[config.mk]
export PLATFORM = sky130hd
export DESIGN_NAME = reader_sequencer
export DESIGN_NICKNAME = d
export VERILOG_FILES = /design/src/rtl/reader_seq_pkg.sv /design/src/rtl/pixel_fifo.sv /design/src/rtl/reader_sequencer.sv
export SDC_FILE = /design/constraint.sdc
export NUM_CORES = 1
export LEC_CHECK = 0
export ABC_AREA = 0
export BUFFER_PORTS_ARGS = -buffer_cell sky130_fd_sc_hd__buf_2
export CAP_MARGIN = 20
export CORE_MARGIN = 2
export CORE_UTILIZATION = 57
export CTS_BUF_LIST = sky130_fd_sc_hd__clkbuf_2 sky130_fd_sc_hd__clkbuf_4 sky130_fd_sc_hd__clkbuf_8
export DETAILED_ROUTE_END_ITERATION = 7
export PLACE_DENSITY = 0.78
export REMOVE_ABC_BUFFERS = 1
export SKIP_LAST_GASP = 1
export SLEW_MARGIN = 20
export SYNTH_ARGS = -nofsm -noshare
export SYNTH_HDL_FRONTEND = slang
export SYNTH_SLANG_ARGS = --single-unit
export TNS_END_PERCENT = 30
[constraint.sdc]
create_clock -name clk -period 4.8 [get_ports clk]
set_input_delay 0.24 -clock clk [delete_from_list [all_inputs] [get_ports clk]]
set_output_delay 0.24 -clock clk [all_outputs]
set_load 0.01 [all_outputs]
[src/rtl/reader_seq_pkg.sv]
// Shared types and constants for the reader frame sequencer.
// State encoding, Avalon register word addresses and register bit positions.
package reader_seq_pkg;

    typedef enum logic [1:0] {
        ST_IDLE,
        ST_STREAM,
        ST_WAIT_DONE
    } state_t;

    localparam logic [2:0] ADDR_CTRL      = 3'd0;
    localparam logic [2:0] ADDR_STATUS    = 3'd1;
    localparam logic [2:0] ADDR_FRAME_LEN = 3'd2;
    localparam logic [2:0] ADDR_PIXEL     = 3'd3;
    localparam logic [2:0] ADDR_COUNT     = 3'd4;
    localparam logic [2:0] ADDR_RESULT    = 3'd5;

    localparam int CTRL_START  = 0;
    localparam int CTRL_ABORT  = 1;
    localparam int CTRL_IRQ_EN = 2;

    localparam int STAT_BUSY       = 0;
    localparam int STAT_FRAME_DONE = 1;
    localparam int STAT_TIMEOUT    = 2;
    localparam int STAT_FULL       = 3;
    localparam int STAT_EMPTY      = 4;
    localparam int STAT_OVERFLOW   = 5;

endpackage

[src/rtl/pixel_fifo.sv]
// Pixel FIFO: head shows the oldest entry, a push is poppable the next cycle (no bypass).
// Push while full is taken only if a pop happens the same cycle; flush empties it synchronously.
module pixel_fifo #(
    parameter int DATA_W = 32,
    parameter int DEPTH  = 16
) (
    input  logic                     clk,
    input  logic                     rst,
    input  logic                     flush,
    input  logic                     push,
    input  logic                     pop,
    input  logic [DATA_W-1:0]        din,
    output logic [DATA_W-1:0]        head,
    output logic                     full,
    output logic                     empty,
    output logic [$clog2(DEPTH):0]   level
);

    localparam int AW = $clog2(DEPTH);
    localparam logic [AW:0] FULL_CNT = DEPTH[AW:0];

    logic [DATA_W-1:0] mem [DEPTH];
    logic [AW-1:0]     wr_ptr;
    logic [AW-1:0]     rd_ptr;
    logic [AW:0]       count;
    logic              do_push;
    logic              do_pop;

    assign do_pop  = pop && !empty;
    assign do_push = push && (!full || do_pop);

    assign empty = (count == '0);
    assign full  = (count == FULL_CNT);
    assign level = count;
    assign head  = mem[rd_ptr];

    always_ff @(posedge clk or posedge rst) begin
        if (rst) begin
            wr_ptr <= '0;
            rd_ptr <= '0;
            count  <= '0;
        end else if (flush) begin
            wr_ptr <= '0;
            rd_ptr <= '0;
            count  <= '0;
        end else begin
            if (do_push) wr_ptr <= wr_ptr + 1'b1;
            if (do_pop)  rd_ptr <= rd_ptr + 1'b1;
            case ({do_push, do_pop})
                2'b10:   count <= count + 1'b1;
                2'b01:   count <= count - 1'b1;
                default: count <= count;
            endcase
        end
    end

    always_ff @(posedge clk) begin
        if (do_push && !flush) mem[wr_ptr] <= din;
    end

endmodule

[src/rtl/reader_sequencer.sv]
// Avalon-MM front end that streams a host-loaded pixel frame into the Reader and captures its result.
// One pixel per cycle, pix_enable one cycle after the pop; the stream stalls while the FIFO is empty.
module reader_sequencer
    import reader_seq_pkg::*;
#(
    parameter int DATA_W       = 32,
    parameter int FIFO_DEPTH   = 16,
    parameter int CNT_W        = 16,
    parameter int DONE_TIMEOUT = 1024
) (
    input  logic              clk,
    input  logic              reset,
    input  logic [2:0]        avs_address,
    input  logic              avs_write,
    input  logic [31:0]       avs_writedata,
    input  logic              avs_read,
    output logic [31:0]       avs_readdata,
    output logic              pix_enable,
    output logic [DATA_W-1:0] pix_data,
    input  logic              rdr_done,
    input  logic [DATA_W-1:0] rdr_result,
    output logic              irq
);

    localparam int LVL_W = $clog2(FIFO_DEPTH) + 1;
    localparam int TMR_W = $clog2(DONE_TIMEOUT + 1);

    state_t            state;
    state_t            state_nxt;
    logic [CNT_W-1:0]  frame_len;
    logic [CNT_W-1:0]  count;
    logic [TMR_W-1:0]  timer;
    logic [DATA_W-1:0] result;
    logic              irq_en;
    logic              frame_done;
    logic              timeout;
    logic              overflow;

    logic [DATA_W-1:0] fifo_head;
    logic              fifo_full;
    logic              fifo_empty;
    logic [LVL_W-1:0]  fifo_level;

    logic wr_ctrl, wr_status, wr_len, pix_push, start_req, abort_req, busy;
    logic pop, go, done_hit, tmo_hit;
    logic [31:0] rd_mux;

    assign wr_ctrl   = avs_write && (avs_address == ADDR_CTRL);
    assign wr_status = avs_write && (avs_address == ADDR_STATUS);
    assign wr_len    = avs_write && (avs_address == ADDR_FRAME_LEN);
    assign pix_push  = avs_write && (avs_address == ADDR_PIXEL);
    assign start_req = wr_ctrl && avs_writedata[CTRL_START];
    assign abort_req = wr_ctrl && avs_writedata[CTRL_ABORT];
    assign busy      = (state != ST_IDLE);
    assign irq       = irq_en && (frame_done || timeout);

    pixel_fifo #(
        .DATA_W (DATA_W),
        .DEPTH  (FIFO_DEPTH)
    ) u_fifo (
        .clk   (clk),
        .rst   (reset),
        .flush (abort_req),
        .push  (pix_push),
        .pop   (pop),
        .din   (avs_writedata[DATA_W-1:0]),
        .head  (fifo_head),
        .full  (fifo_full),
        .empty (fifo_empty),
        .level (fifo_level)
    );

    always_comb begin
        state_nxt = state;
        pop       = 1'b0;
        go        = 1'b0;
        done_hit  = 1'b0;
        tmo_hit   = 1'b0;
        case (state)
            ST_IDLE: begin
                if (start_req && frame_len != '0) begin
                    state_nxt = ST_STREAM;
                    go        = 1'b1;
                end
            end
            ST_STREAM: begin
                if (!fifo_empty && count != frame_len) begin
                    pop = 1'b1;
                    if ((count + 1'b1) == frame_len) state_nxt = ST_WAIT_DONE;
                end
            end
            ST_WAIT_DONE: begin
                // Expire after DONE_TIMEOUT cycles in this state; a done in that cycle still wins.
                if (rdr_done) begin
                    done_hit  = 1'b1;
                    state_nxt = ST_IDLE;
                end else if (timer == TMR_W'(DONE_TIMEOUT - 1)) begin
                    tmo_hit   = 1'b1;
                    state_nxt = ST_IDLE;
                end
            end
            default: state_nxt = ST_IDLE;
        endcase
        if (abort_req) begin
            state_nxt = ST_IDLE;
            pop       = 1'b0;
            go        = 1'b0;
            done_hit  = 1'b0;
            tmo_hit   = 1'b0;
        end
    end

    always_comb begin
        rd_mux = '0;
        case (avs_address)
            ADDR_CTRL:      rd_mux[CTRL_IRQ_EN] = irq_en;
            ADDR_STATUS: begin
                rd_mux[STAT_BUSY]       = busy;
                rd_mux[STAT_FRAME_DONE] = frame_done;
                rd_mux[STAT_TIMEOUT]    = timeout;
                rd_mux[STAT_FULL]       = fifo_full;
                rd_mux[STAT_EMPTY]      = fifo_empty;
                rd_mux[STAT_OVERFLOW]   = overflow;
                rd_mux[15:8]            = 8'(fifo_level);
            end
            ADDR_FRAME_LEN: rd_mux[CNT_W-1:0]  = frame_len;
            ADDR_COUNT:     rd_mux[CNT_W-1:0]  = count;
            ADDR_RESULT:    rd_mux[DATA_W-1:0] = result;
            default:        rd_mux = '0;
        endcase
    end

    always_ff @(posedge clk or posedge reset) begin
        if (reset) begin
            state        <= ST_IDLE;
            frame_len    <= '0;
            count        <= '0;
            timer        <= '0;
            result       <= '0;
            irq_en       <= 1'b0;
            frame_done   <= 1'b0;
            timeout      <= 1'b0;
            overflow     <= 1'b0;
            pix_enable   <= 1'b0;
            pix_data     <= '0;
            avs_readdata <= '0;
        end else begin
            state      <= state_nxt;
            timer      <= (state == ST_WAIT_DONE) ? timer + 1'b1 : '0;
            pix_enable <= pop;
            if (pop) begin
                pix_data <= fifo_head;
                count    <= count + 1'b1;
            end
            if (go) count <= '0;
            if (wr_ctrl) irq_en <= avs_writedata[CTRL_IRQ_EN];
            if (wr_len && !busy) frame_len <= avs_writedata[CNT_W-1:0];
            // Clears are applied before the set events so a same-cycle set wins.
            if (wr_status) begin
                if (avs_writedata[STAT_FRAME_DONE]) frame_done <= 1'b0;
                if (avs_writedata[STAT_TIMEOUT])    timeout    <= 1'b0;
                if (avs_writedata[STAT_OVERFLOW])   overflow   <= 1'b0;
            end
            if (go) begin
                frame_done <= 1'b0;
                timeout    <= 1'b0;
            end
            if (done_hit) begin
                frame_done <= 1'b1;
                result     <= rdr_result;
            end
            if (tmo_hit) timeout <= 1'b1;
            if (pix_push && fifo_full && !pop) overflow <= 1'b1;
            if (avs_read) avs_readdata <= rd_mux;
        end
    end

endmodule

Word-level counts from Yosys, hierarchy flattened
Memory sizes are Yosys's and may differ from the RTL's. A register that Yosys moved wholly into a read port is not among the register bits.
Index checks and enable logic that the tools add are counted.
{"block": "word_totals", "register_bits": 127, "mem_bits_rw": 512, "inputBits": 72, "out_inout_bits": 66, "n_memories": 1}
{"name": "u_fifo.mem", "depth": 16, "word_bits": 32, "read_ports": 1, "rd_clocked_by_memory_dff": 1, "wr": 1, "line": "pixel_fifo.sv:22", "source": "logic [DATA_W-1:0] mem [DEPTH];"}
{"block": "classes", "n_addsub": 6, "n_eq_ne": 17, "mux": 48, "reduce_logical": 41}
{"operator": "16-bit two-way mux", "n": 3}
{"operator": "8-bit one-hot mux with 4 select lines", "n": 1}
{"operator": "1-bit two-way mux", "n": 26}
{"operator": "16-bit by 1-bit adder with 16-bit output, second input constant", "n": 1}
{"operator": "16-bit equality test", "n": 1}
{"operator": "4-bit two-way mux", "n": 4}
{"operator": "16-bit inequality test", "n": 1}
{"operator": "16-bit nonzero test", "n": 1}
{"operator": "1-bit logical AND", "n": 15}
{"operator": "3-bit nonzero test", "n": 5}
{"operator": "2-bit two-way mux", "n": 6}
{"operator": "2-bit one-hot mux with 3 select lines", "n": 2}
{"operator": "3-bit one-hot mux with 4 select lines", "n": 1}
{"operator": "2-bit nonzero test", "n": 6}
{"operator": "11-bit by 1-bit adder with 11-bit output, second input constant", "n": 1}
{"operator": "11-bit by 10-bit equality test with 1-bit output, second input constant", "n": 1}
{"operator": "11-bit two-way mux", "n": 1}
{"operator": "5-bit one-hot mux with 2 select lines", "n": 1}
{"operator": "3-bit by 2-bit inequality test with 1-bit output, second input constant", "n": 3}
{"operator": "4-bit by 1-bit adder with 4-bit output, second input constant", "n": 2}
{"operator": "2-bit one-hot mux with 4 select lines", "n": 1}
{"operator": "3-bit by 2-bit equality test with 1-bit output, second input constant", "n": 2}
{"operator": "3-bit equality test, second input constant", "n": 2}
{"operator": "2-bit AND reduction", "n": 3}
{"operator": "15 further kinds", "n": 22}

Logic depth before layout (Yosys ltp)
{"block": "depth", "ltp_word": 12, "mapped_depth": 16, "depth_no_buf": 14}

Hierarchy
Synthesis repeated with hierarchy kept, for this count alone.
{"block": "unflattened", "hier_cells": 1455, "hier_area_um2": 27218.6}
{"module": "pixel_fifo", "n_inst": 1, "cells_each": 827, "area_per_inst_um2": 20231.9}
{"module": "reader_sequencer", "n_inst": 1, "cells_each": 628, "area_per_inst_um2": 6986.7}

Least setup slack after synthesis
Ideal clock, no wire load.
{"block": "synth_path", "path_kind": "reg-to-reg", "start": "register count[8]", "end": "memory u_fifo.mem[3][0] (enable)", "setup_ps": 461, "arrival_ps": 3724, "required_time_ps": 4339, "path_slack_ps": 615, "stages_incl_launch_ff": 8, "cell_sequence": "dfrtp_1 > buf_4 > xnor2_1 > and4_1 > and4_1 > o21ai_2 > nand3_1 > nor3_1"}
{"block": "synth_via", "elab_chain_cells": 11}
{"element": "start: declaration", "line": "reader_sequencer.sv:31", "source": "logic [CNT_W-1:0] count;"}
{"element": "start signal: assignment", "line": "reader_sequencer.sv:153", "source": "count <= count + 1'b1;"}
{"element": "16-bit inequality test", "line": "reader_sequencer.sv:87", "source": "if (!fifo_empty && count != frame_len) begin"}
{"element": "1-bit logical AND", "line": "reader_sequencer.sv:87"}
{"element": "1-bit two-way mux", "line": "reader_sequencer.sv:87"}
{"element": "1-bit two-way mux", "line": "reader_sequencer.sv:79", "source": "case (state)"}
{"element": "1-bit two-way mux", "line": "reader_sequencer.sv:104", "source": "if (abort_req) begin"}
{"element": "1-bit logical AND", "line": "pixel_fifo.sv:29", "source": "assign do_pop = pop && !empty;"}
{"element": "1-bit logical OR", "line": "pixel_fifo.sv:30", "source": "assign do_push = push && (!full || do_pop);"}
{"element": "1-bit logical AND", "line": "pixel_fifo.sv:30"}
{"element": "1-bit logical AND", "line": "pixel_fifo.sv:58", "source": "if (do_push && !flush) mem[wr_ptr] <= din;"}
{"element": "1-bit two-way mux", "line": "pixel_fifo.sv:58"}
{"element": "1-bit two-way mux (implied by the code)", "line": "pixel_fifo.sv:58"}
{"element": "end: declaration", "line": "pixel_fifo.sv:22"}
Every way passes these cells.

Final worst setup path
{"block": "layout_path", "start": "register count[3]", "end": "register u_fifo.count[4], in the netlist u_fifo.level[4]"}
{"block": "layout_via", "elab_chain_cells": 11}
{"element": "16-bit inequality test (*)", "line": "reader_sequencer.sv:87"}
{"element": "1-bit logical AND (*)", "line": "reader_sequencer.sv:87"}
{"element": "1-bit two-way mux (*)", "line": "reader_sequencer.sv:87"}
{"element": "1-bit two-way mux (*)", "line": "reader_sequencer.sv:79"}
{"element": "1-bit two-way mux (*)", "line": "reader_sequencer.sv:104"}
{"element": "1-bit logical AND (*)", "line": "pixel_fifo.sv:29"}
{"element": "1-bit logical OR", "line": "pixel_fifo.sv:30"}
{"element": "1-bit logical AND", "line": "pixel_fifo.sv:30"}
{"element": "2-bit by 1-bit equality test with 1-bit output or 2-bit equality test (tied branches)", "line": "pixel_fifo.sv:49", "source": "case ({do_push, do_pop})"}
{"element": "5-bit one-hot mux with 2 select lines", "line": "pixel_fifo.sv:49"}
{"element": "5-bit two-way mux", "line": "pixel_fifo.sv:42", "source": "end else if (flush) begin"}
{"element": "end signal: assignment", "line": "pixel_fifo.sv:50", "source": "2'b10: count <= count + 1'b1;"}
{"element": "end signal: assignment", "line": "pixel_fifo.sv:51", "source": "2'b01: count <= count - 1'b1;"}
{"element": "end signal: assignment", "line": "pixel_fifo.sv:52", "source": "default: count <= count;"}
{"element": "end: declaration", "line": "pixel_fifo.sv:25", "source": "logic [AW:0] count;"}
Mark *: on every way between the ends. The rest lies on a longest branch, timed or not.
A chain may end at the register's enable or synchronous reset.

==> results.sh <==
export IMPL_grt_pass1_vias=15700
export IMPL_syn_to_final_growth_pct=16.8
export IMPL_die_y_um=222
export IMPL_synth_cells=1512
export IMPL_netlist_area_um2=27100
export IMPL_required_ns=5.35
export IMPL_synth_cell_types=67
export IMPL_post_cts_buffers=0
export IMPL_arrival_ns=4.41
export IMPL_fp_row_count=79
export IMPL_max_freq_mhz=259
export IMPL_layoutNonFillerInstCount=2466
export IMPL_drv_slew=0
export IMPL_drtPass1Iterations=5
export IMPL_hp_class="primary input to register"
export IMPL_design_area_um2=31700
export IMPL_ios=138
export IMPL_setup_viol_count_final=0
export IMPL_post_route_min_period_ns=3.86
export IMPL_syn_area_per_cell_um2=17.9
export IMPL_cp_max_fo=43
export IMPL_via_per_inst=6.12
export IMPL_placedCellCount=2209
export IMPL_synthTopCellsByArea="edfxtp_1 (57%), dfrtp_1 (15%), mux4_2 (13%), mux2_2 (2.2%), nand2_1 (2.2%)"
export IMPL_root_buffer="clkbuf_8"
export IMPL_path_clk_slew_ns=0.06
export IMPL_cts_inserted_buffers=104
export IMPL_grt_setup_unrepaired="false"
export IMPL_synth_largest_area_cell="edfxtp_1"
export IMPL_ys_ff_latch=671
export IMPL_overflow=0
export IMPL_period_share_pct=80.4
export IMPL_synth_async_reset_ratio_pct=23.7
export IMPL_detailed_place_area_um2=28700
export IMPL_grt_pass1_wl_um=93900
export IMPL_start_kind="register"
export IMPL_crit_path_end_kind="register"
export IMPL_finalClockSkew_ns=0.0580
export IMPL_grt_usage_pct=25.3
export IMPL_dieArea_um2=49300
export IMPL_max_cap_violations=0
export IMPL_path_class="register to register"
export IMPL_synthFlopType="edfxtp_1"
export IMPL_insertion_delay_ns=0.72
export IMPL_drt_iter0_drc=1400
export IMPL_finalNetCount=1857
export IMPL_antenna_found_initial=3
export IMPL_p_per_area_nw_per_um2=506
export IMPL_ys_seq_area_share_pct=71.4
export IMPL_synth_edf_count=512
export IMPL_wl_per_cell_um=24.8
export IMPL_drive_above_1_share_pct=32.2
export IMPL_total_power_w=0.0160
export IMPL_ir_worst_vdd_v=0.000350
export IMPL_fp_dieW_um=222
export IMPL_yosysMostFrequentCell="edfxtp_1"
export IMPL_coreArea_um2=46800
export IMPL_ys_top_cells_by_count="edfxtp_1 (512), mux4_2 (161), dfrtp_1 (159)"
export IMPL_max_slew_margin_pct=27.4
export IMPL_leakage_nw=11.4
export IMPL_cts_max_level=3
export IMPL_yosysTopAreaCellShare_pct=56.7
export IMPL_hold_viol_final=0
export IMPL_drc=0
export IMPL_fill_cells=2923
export IMPL_grt_max_degree=62
export IMPL_start_util_pct=58.0
export IMPL_outcome="finished clean"
export IMPL_ant_nets=0
export IMPL_vias=15100
export IMPL_clockBufferDepth=3
export IMPL_clock_sinks=671
export IMPL_ys_warn_count=0
export IMPL_routed_wl_um=61100
export IMPL_tightest_slew_ns=1.09
export IMPL_port_buffers=137
export IMPL_dp_hpwl_um=36700
export IMPL_routabilityCongestion=0.877
export IMPL_cts_tree="built"
final timing paths:
| path | from | end | slack [ns] | cells after the start |
|---|---|---|---|---|
| setup / recovery | count[3] | u_fifo.level[4] | 0.94 | 14 |
| setup reg to reg | count[3] | u_fifo.level[4] | 0.94 | 14 |
| hold / removal | avs_write | irq_en | 0.09 | 3 |
| hold reg to reg | timer[0] | timer[0] | 0.46 | 1 |
| min in group asynchronous | reset | pix_data[21] | 0.16 | 3 |
| max in group asynchronous | reset | count[8] | 3.42 | 4 |
metrics by stage:
stage / setup TNS, ns / hold WS (ns) / setup WS, ns / utilization, %
floorplan: -52.91 / 0.325 / -1.55 / -
global placement: 0 / 0.367 / 1.01 / 60.8
detailed placement: 0 / 0.376 / 0.925 / 61.3
CTS: 0 / 0.0188 / 1.01 / 67.7
global route: 0 / 0.0571 / 0.684 / 67.7
finish: 0 / 0.0865 / 0.939 / 67.7
power by group:
part           internal, W  switching, W
sequential         0.00662      0.000561
combinational      0.00189       0.00174
clock              0.00295       0.00224
registers in the layout (all words and copies together), names as in the netlist, 5 cells and up:
name	cells
timer	11
avs_readdata	32
u_fifo.level	5
frame_len	16
u_fifo.mem	512
count	16
result	32
pix_data	32
placed cells by master (no fill, tap or decap), types with 6 or more instances in the layout:
master	Yosys	final
nor4_1	8	8
o21ai_0	29	29
nor2_4	0	12
edfxtp_1	512	512
inv_1	35	34
nor2_1	53	41
or4_1	6	6
nor3_1	10	6
mux2i_1	15	15
nand3_1	20	20
xnor2_1	13	13
o22ai_1	7	7
o31ai_1	6	6
clkbuf_4	0	31
clkinv_2	0	10
clkbuf_8	0	122
bufinv_16	0	7
buf_4	4	24
nand2_1	157	157
and3_1	9	9
buf_16	0	7
xor2_1	20	20
clkinv_1	0	14
mux4_2	161	161
dlygate4sd3_1	0	66
nand4_1	11	11
ha_1	10	10
nand2b_1	9	9
buf_2	21	137
mux2_2	54	54
a22oi_1	16	16
dfrtp_1	159	155
a21oi_1	37	37
cells by family after synthesis:
logic type / Yosys count / share of synthesized area [%]
DFF: 671 / 71.4
and+or+nand+nor: 317 / 5.54
muxes: 232 / 16.3
AOI/OAI and AO/OA: 130 / 3.07
buffers and inverters: 118 / 2.10
xor gates and xnor gates: 33 / 1.07
adders and majority gates: 11 / 0.536
metal layers:
metal | vias to the layer above | share of wire, % | global-route usage [%]
li1 | 6470 | - | -
met4 | 2 | 2.6 | 8.57
met3 | 114 | 7.0 | 5.49
met5 | - | 0.018 | 0
met1 | 7866 | 41 | 35.1
met2 | 643 | 49 | 40.5
worst max-delay path: stages, from the launching register on:
cell      delay (ns)
dfrtp_1         0.51
xor2_1          0.24
nor4_1          0.48
nand4_2         0.24
nand3_2         0.15
inv_2           0.41
nand2_1         0.27
inv_1           0.11
ha_1            0.32
nor2b_1         0.14
o21ai_0         0.14
nand2b_1        0.14
or4_1           0.41
nand3_1         0.09
a21oi_1         0.06
final cells by class:
class / count / area, um^2 / area share [%]
sequential: 671 / 19400 / 61.2
multi-input combinational: 723 / 7290 / 23.0
tap: 607 / 759 / 2.40
clock inverter: 37 / 402 / 1.27
antenna: 1 / 2.50 / 0.00791
inverter: 36 / 140 / 0.443
clock buffer: 153 / 1910 / 6.04
timing repair buffer: 238 / 1780 / 5.64
what timing repair did:
action	4_1_cts	5_1_grt
resized for setup	0	0
hold buffers	66	0
endpoints found under the setup margin	0	0
hold endpoints to repair	602	0
No activity file was read; power rests on OpenSTA's default activity.
